**src/rtl/param_counter.sv**
```systemverilog
// Parametrised up/down counter with synchronous load, wrap-or-saturate ends,
// registered binary and Gray outputs, terminal-count flag and wrap pulse.
module param_counter #(
  parameter int               WIDTH     = 8,
  parameter logic [WIDTH-1:0] MAX_COUNT = {WIDTH{1'b1}},
  parameter bit               SATURATE  = 1'b0
) (
  input  logic             clk,
  input  logic             reset,
  input  logic             en,
  input  logic             up,
  input  logic             load,
  input  logic [WIDTH-1:0] load_value,
  output logic [WIDTH-1:0] count,
  output logic [WIDTH-1:0] count_gray,
  output logic             tc,
  output logic             wrap
);

  logic [WIDTH-1:0] r_count;
  logic [WIDTH-1:0] r_gray;
  logic             r_wrap;

  logic             w_at_max;
  logic             w_at_zero;
  logic [WIDTH-1:0] w_load_val;
  logic [WIDTH-1:0] w_next;
  logic             w_wrap;

  assign w_at_max   = (r_count == MAX_COUNT);
  assign w_at_zero  = (r_count == '0);
  assign w_load_val = (load_value > MAX_COUNT) ? MAX_COUNT : load_value;

  // Next value is chosen by comparing against the range ends, so the
  // increment/decrement never relies on WIDTH-bit overflow.
  always_comb begin
    w_next = r_count;
    w_wrap = 1'b0;
    if (load) begin
      w_next = w_load_val;
    end else if (en) begin
      if (up) begin
        if (!w_at_max) begin
          w_next = r_count + WIDTH'(1);
        end else if (!SATURATE) begin
          w_next = '0;
          w_wrap = 1'b1;
        end
      end else begin
        if (!w_at_zero) begin
          w_next = r_count - WIDTH'(1);
        end else if (!SATURATE) begin
          w_next = MAX_COUNT;
          w_wrap = 1'b1;
        end
      end
    end
  end

  // Gray code is derived from the same next value so it never lags count.
  always_ff @(posedge clk) begin
    if (reset) begin
      r_count <= '0;
      r_gray  <= '0;
      r_wrap  <= 1'b0;
    end else begin
      r_count <= w_next;
      r_gray  <= w_next ^ (w_next >> 1);
      r_wrap  <= w_wrap;
    end
  end

  assign count      = r_count;
  assign count_gray = r_gray;
  assign wrap       = r_wrap;
  assign tc         = (up && w_at_max) || (!up && w_at_zero);

endmodule

```
**config.mk**
```make
export PLATFORM = sky130hd
export DESIGN_NAME = param_counter
export DESIGN_NICKNAME = d
export VERILOG_FILES = /design/src/rtl/param_counter.sv
export SDC_FILE = /design/constraint.sdc
export NUM_CORES = 1
export LEC_CHECK = 0
export ABC_AREA = 1
export CAP_MARGIN = 25
export CORE_MARGIN = 2
export CORE_UTILIZATION = 48
export CTS_CLUSTER_SIZE = 25
export DETAILED_ROUTE_END_ITERATION = 8
export PLACE_DENSITY = 0.76
export SYNTH_ARGS = -nofsm -noshare
export SYNTH_HDL_FRONTEND = slang
export SYNTH_SLANG_ARGS = --single-unit
```
**constraint.sdc**
```tcl
create_clock -name clk -period 2 [get_ports clk]
set_clock_uncertainty 0.1 [all_clocks]
set_input_delay 0.4 -clock clk [delete_from_list [all_inputs] [get_ports clk]]
set_output_delay 0.4 -clock clk [all_outputs]
set_load 0.02 [all_outputs]
```
==> results of run 1 <==
==> logic make-up (layout without fill, tap and decap cells) <==
| group | Yosys count | in the layout | synth area share |
|---|---|---|---|
| AND/OR/NAND/NOR | 128 | 128 | 0.514 |
| XOR/XNOR | 2 | 2 | 0.0146 |
| AO/OA/AOI/OAI | 19 | 19 | 0.0854 |
| adder cells (fa/ha/maj) | 3 | 3 | 0.0313 |
| flip-flops | 16 | 16 | 0.267 |
| buffers and inverters | 23 | 74 | 0.0885 |
==> cells in the mapped netlist <==
cell type,number,area share
nand2_1,57,0.18
nor2_1,24,0.075
nand3_1,22,0.092
dfxtp_1,16,0.27
inv_1,13,0.041
a21oi_1,11,0.046
nand2_2,8,0.042
nor2_4,5,0.047
o21ai_0,5,0.021
nor2_2,4,0.021
buf_4,3,0.019
ha_1,3,0.031
inv_2,3,0.0094
or2_2,3,0.016
clkbuf_1,2,0.0063
nand3_2,2,0.017
nand4_1,2,0.010
a2111oi_0,1,0.0073
buf_2,1,0.0042
buf_6,1,0.0094
nor2_8,1,0.017
o21ai_1,1,0.0042
o21ai_2,1,0.0073
xnor2_1,1,0.0073
xor2_1,1,0.0073
==> metrics by stage <==
step | setup WS (ns) | power, mW | instances | utilization | hold WS, ns
6_report | 0.0789 | 1.01 | 272 | 0.708 | 0.664
5_1_grt | 0.0156 | 1.06 | 272 | 0.708 | 0.701
4_1_cts | 0.0115 | 1.00 | 272 | 0.703 | 0.671
3_5_place_dp | -0.183 | 0.794 | 268 | 0.688 | 0.679
3_3_place_gp | -0.171 | 0.786 | 268 | 0.688 | 0.658
2_1_floorplan | 0.148 | 0.627 | 191 | - | 0.462
==> critical path, cell delays in order, from the launching register on <==
cell and delay, ns:
dfxtp_2 0.37, ha_2 0.20, nand3_2 0.11, nor2_4 0.12
nand3_1 0.10, nand2_1 0.08, buf_2 0.16
==> worst min path at each step <==
| stage | start | end | cells after the start |
|---|---|---|---|
| global route | load_value[3] | count[3] | 3 |
| floorplan | load_value[0] | count[0] | 2 |
| global placement | count[7] | count[7] | 5 |
| detailed placement | count[7] | count[7] | 5 |
| CTS | load_value[3] | count[3] | 3 |
| finish | load_value[3] | count[3] | 3 |
==> cell type report <==
| cell class | count | area (sq um) | area share |
|---|---|---|---|
| multi-input cells | 152 | 782 | 0.454 |
| repair buffers | 54 | 479 | 0.278 |
| flip-flops and latches | 16 | 327 | 0.190 |
| inverters | 16 | 60.1 | 0.0349 |
| well taps | 30 | 37.5 | 0.0218 |
| clock buffers | 4 | 36.3 | 0.0211 |
==> power groups by stage <==
stage / clock [mW] / sequential (mW) / combinational [mW]
floorplan: 0 / 0.415 / 0.212
global placement: 0 / 0.378 / 0.408
detailed placement: 0 / 0.380 / 0.415
CTS: 0.214 / 0.374 / 0.416
global route: 0.228 / 0.378 / 0.457
finish: 0.218 / 0.374 / 0.418
==> state kept, by name, indices dropped and copies added (netlist names) <==
| register | flops |
|---|---|
| count | 8 |
| wrap | 1 |
| count_gray | 7 |
==> metal layers <==
metal	vias to the layer above	global-route usage	routed length, microns
li1	710	-	-
met1	603	0.307	1470
met2	36	0.419	1580
met3	8	0.0167	116
met4	0	0.0875	59
met5	-	0	0
==> what timing repair did <==
action | CTS | global route
cloned | 0 | 0
gates resized for setup | 10 | 4
endpoints found under the setup margin | 3 | 4
==> summary.md, run 1 <==
| Metric | Value |
|---|---|
| Worst R2R Start | `count[0]` |
| R2R cell count | `11` |
| Number of routed nets with antenna violations | `0` |
| Worst R2R Setup Slack | `0.17 ns` |
| Vias per std cell | `4.99` |
| Core area | `2430 sq um` |
| Drt pass-1 iters | `4` |
| H-tree level count | `1` |
| Status | `finished clean` |
| Reg power frac | `0.371` |
| Internal Pwr Total | `652 uW` |
| Max_cap viols | `0` |
| Leak | `0.832 nW` |
| Combinational power share | `0.414` |
| Commonest non-fill, non-tap cell in the layout | `nand2_1` |
| Num CTS Buffers | `3` |
| Final Hold Viols | `0` |
| Worst-skew pair later-pin latency | `0.29 ns` |
| Setup TNS | `0 ns` |
| Switch share | `0.354` |
| Worst EP required | `1.50 ns` |
| Post-synth net total | `207` |
| Routed vias | `1,357` |
| Tcrit/Tclk final | `0.961` |
| Initial antenna violation count | `0` |
| Max VDD drop | `570 uV` |
| Rows | `18` |
| Register bit total from synthesis | `16` |
| Slew @ Worst Pin | `0.341 ns` |
| Post-Synthesis Cells | `191` |
| Pwr dens | `587 nW/um^2` |
| Final setup viols | `0` |
| Critical path class | `flop to output port` |
| CP arrival | `1.42 ns` |
| Post-synthesis cell area | `1200 sq um` |
| Vias in the first global route | `1,210` |
| Post-route cell area | `1720 sq um` |
| Nets | `259` |
| Fillers | `214` |
| Die width | `54.0 microns` |
| Die ar. | `2920 sq um` |
| RSZ-0062 raised after global routing | `no` |
| Fmax achieved | `0.521 GHz` |
| Post-place instance area | `1670 sq um` |
| Net Switching | `358 uW` |
| CP Max Fanout | `4` |
| Post CTS Setup Buffer Count | `0` |
| Placer Congestion | `0.927` |
| CTS sink count | `16` |
| Chip height | `54.0 microns` |
| Share of cells above drive strength 1 | `0.256` |
| Crit path from | `count[0]` |
| Synth cell types | `25` |
| Worst Setup EP | `tc` |
| Sequential-to-total area share from yosys stat | `0.267` |
| Area grow syn2layout | `43.3%` |
| Syn avg cell area | `6.29 sq um` |
| Slew Viols, Final | `0` |
| Wire per inst | `11.9 microns` |
| Post-DP HPWL | `2.55 mm` |
| Worst R2R End | `count_gray[1]` |
| TritonCTS clock tree | `built` |
| Clk root buf | `clkbuf_4` |
| Hold crit path type | `primary input to flop` |
| Max-Slew Margin vs Limit | `0.767` |
| Clk pwr share | `0.216` |
| # port buffers | `30` |
| CTS Buffer Depth | `2` |
| Starting Density | `0.494` |
| Pin count of the biggest net entering global routing | `11` |
| Total Wirelength | `3.23 mm` |
| Crit. End Element | `output port` |
| Aggregate global-route resource usage | `0.240` |
| Commonest non-fill, non-tap cells in the layout | `57 x nand2_1, 26 x clkdlybuf4s50_1, 24 x nor2_1, 24 x buf_4, 22 x nand3_1` |
| # hold bufs at CTS | `0` |
| Worst-path clk slew | `0.10 ns` |
| Top Ports | `31` |
| N_diodes | `0` |
| GR Overflow Total | `0` |
| Startpoint Class | `flop` |
| First-pass GRT wire length | `5.08 mm` |
| # DRC | `0` |
| Synth warn | `0` |
| Initial DRC Count | `32` |
| Tmin final | `1.92 ns` |
(Power assumes the default switching activity.)
==> run 2, diff against run 1 <==
Settings changed: CAP_MARGIN 25 to 20.
==> results of run 2 <==
The final DEF is identical to that of run 1; final timing and power are the same.
==> RTL edit, RTL diff (config.mk and constraints of run 1) <==
Make the reset (`reset`) asynchronous in one clocked block.
--- a/src/rtl/param_counter.sv
+++ b/src/rtl/param_counter.sv
@@ -59,5 +59,5 @@
 
   // Gray code is derived from the same next value so it never lags count.
-  always_ff @(posedge clk) begin
+  always_ff @(posedge clk or posedge reset) begin
     if (reset) begin
       r_count <= '0;
Behaviour: differs if reset is asserted again (counterexample within 4 cycles, from zero or initial values and one cycle with reset high); with reset held inactive, the same outputs for 10 cycles.
==> RTL edit against run 1 <==
Hold slack lost 0.29 ns; combinational power up 25%; area after synthesis grew 6.1%; cell area rose by 4.0%; sequential cell count stayed put; clock power shrank 6%; routed wire length is 3.3% higher; cell count fell by 2.6%; fmax fell by 1.3%; setup slack worse by 0.026 ns; count of clock-buffer cells in the layout unchanged; total power is 12% higher; register-to-register slack gained 0.04 ns; global-route usage decreased by 0.88 points; largest cell class unchanged.
==> RTL edit: results (changes against run 1) <==
[clock_network]
cts_root_buf=clkbuf_4

[placed_design]
placed_cell_area_um2=1740  ; +3.8%
routabilityCongestion=0.922  ; -0.60%
dpl.hpwl_mm=2.80  ; +9.7%

[routing]
wl_met1_mm=1.43  ; -3.0%
via_count=1302  ; -4.1%
wl_met3_um=139  ; +20%
wl_per_cell_um=12.6  ; +6.1%
first_iter_violations=25  ; -22%

[pwr]
powerComb_mw=0.523  ; +25%
powerDensity_nw_per_um2=630  ; +7.3%
clock_power_share_pct=18.3  ; -3.3 points
internal_power_mw=0.717  ; +9.9%
p_leak_nw=0.929  ; +12%
vdd_drop_max_mv=0.678  ; +19%

[setup_path]
rrSetupSlack_ns=0.21  ; +0.04 ns
crit-reg2reg-capture=count_gray[2]
rr_startpoint=count[1]
endpoint=count[3]
reg2reg_depth=10  ; -1
cp_max_fo=4  ; unchanged
max_stage_delay_ns=0.59  ; +0.22 ns
crit_start=count[3]
slowest_stage=clkdlybuf4s50_1
critPathArrivalTime_ns=1.45  ; +0.03 ns

[cells_and_area]
drive_gt1_share_pct=27.2  ; +1.6 points

[global_route]
met2_usage_pct=41.0  ; -0.88 points
grt_pass1_wl_mm=5.65  ; +11%
busiest_layer=met2
antenna_found_initial=0  ; unchanged
met3_usage_pct=2.34  ; +0.68 points
grtUsageTotal_pct=23.1  ; -0.88 points
grt_max_degree=17  ; +6
grt_pass1_vias=1313  ; +8.5%
met1_usage_pct=27.9  ; -2.9 points

[logic_synthesis]
synth_fa_ha_area_share_pct=2.94  ; -0.18 points
ys_seq_area_share_pct=31.4  ; +4.7 points
ys_types=26  ; +4.0%
synth_compound_area_share_pct=8.54  ; about the same
async_flop_share_pct=100  ; +100 points
ys_top_cells_by_count=63 x nand2_1, 22 x inv_1, 19 x nand3_1
netlist_top_cells_area=dfrtp_1 31%, nand2_1 19%, nand3_1 7.5%, inv_1 6.5%, buf_6 3.5%
synth_xor_area_share_pct=2.75  ; +1.3 points
synth.net_count=198  ; -4.3%

[worst_hold_path]
hold_path_class=in -> async

[outcome]
outcome=finished, final reports clean

[timing]
tightest_slew_ns=0.588  ; +0.247 ns

[RTL edit: stage by stage]
step	hold slack (ns)	cells	setup slack, ns	power, mW
finish	0.374	265	0.0530	1.13
global route	0.446	265	0.00133	1.20
CTS	0.391	265	0.00864	1.13
detailed placement	0.682	261	-0.231	0.922
global placement	0.658	261	-0.203	0.910
floorplan	0.214	182	0.237	0.701
[RTL edit: final cells by class]
cell class                      instances  share of cell area [%]
Timing Repair Buffer                   56                    27.7
Tap cell                               30                    2.10
Sequential cell                        16                    22.5
Inverter                               25                    5.24
Multi-Input combinational cell        134                    40.5
Clock buffer                            4                    2.03
[RTL edit: cell families after synthesis]
family,Yosys count
buf+inv,32
flops,16
xor+xnor,4
compound gates,16
fa+ha+maj,3
simple gates,111
[RTL edit: repair_timing]
action,CTS,global route
resized for setup,7,9
setup endpoints to repair,3,1
cloned,0,0
pin swaps,0,2
[RTL edit: worst max-delay path: cells and delay by family, from the launching register on]
family	cells	cell delay, ns
buffers and inverters	2	0.72
DFF	1	0.45
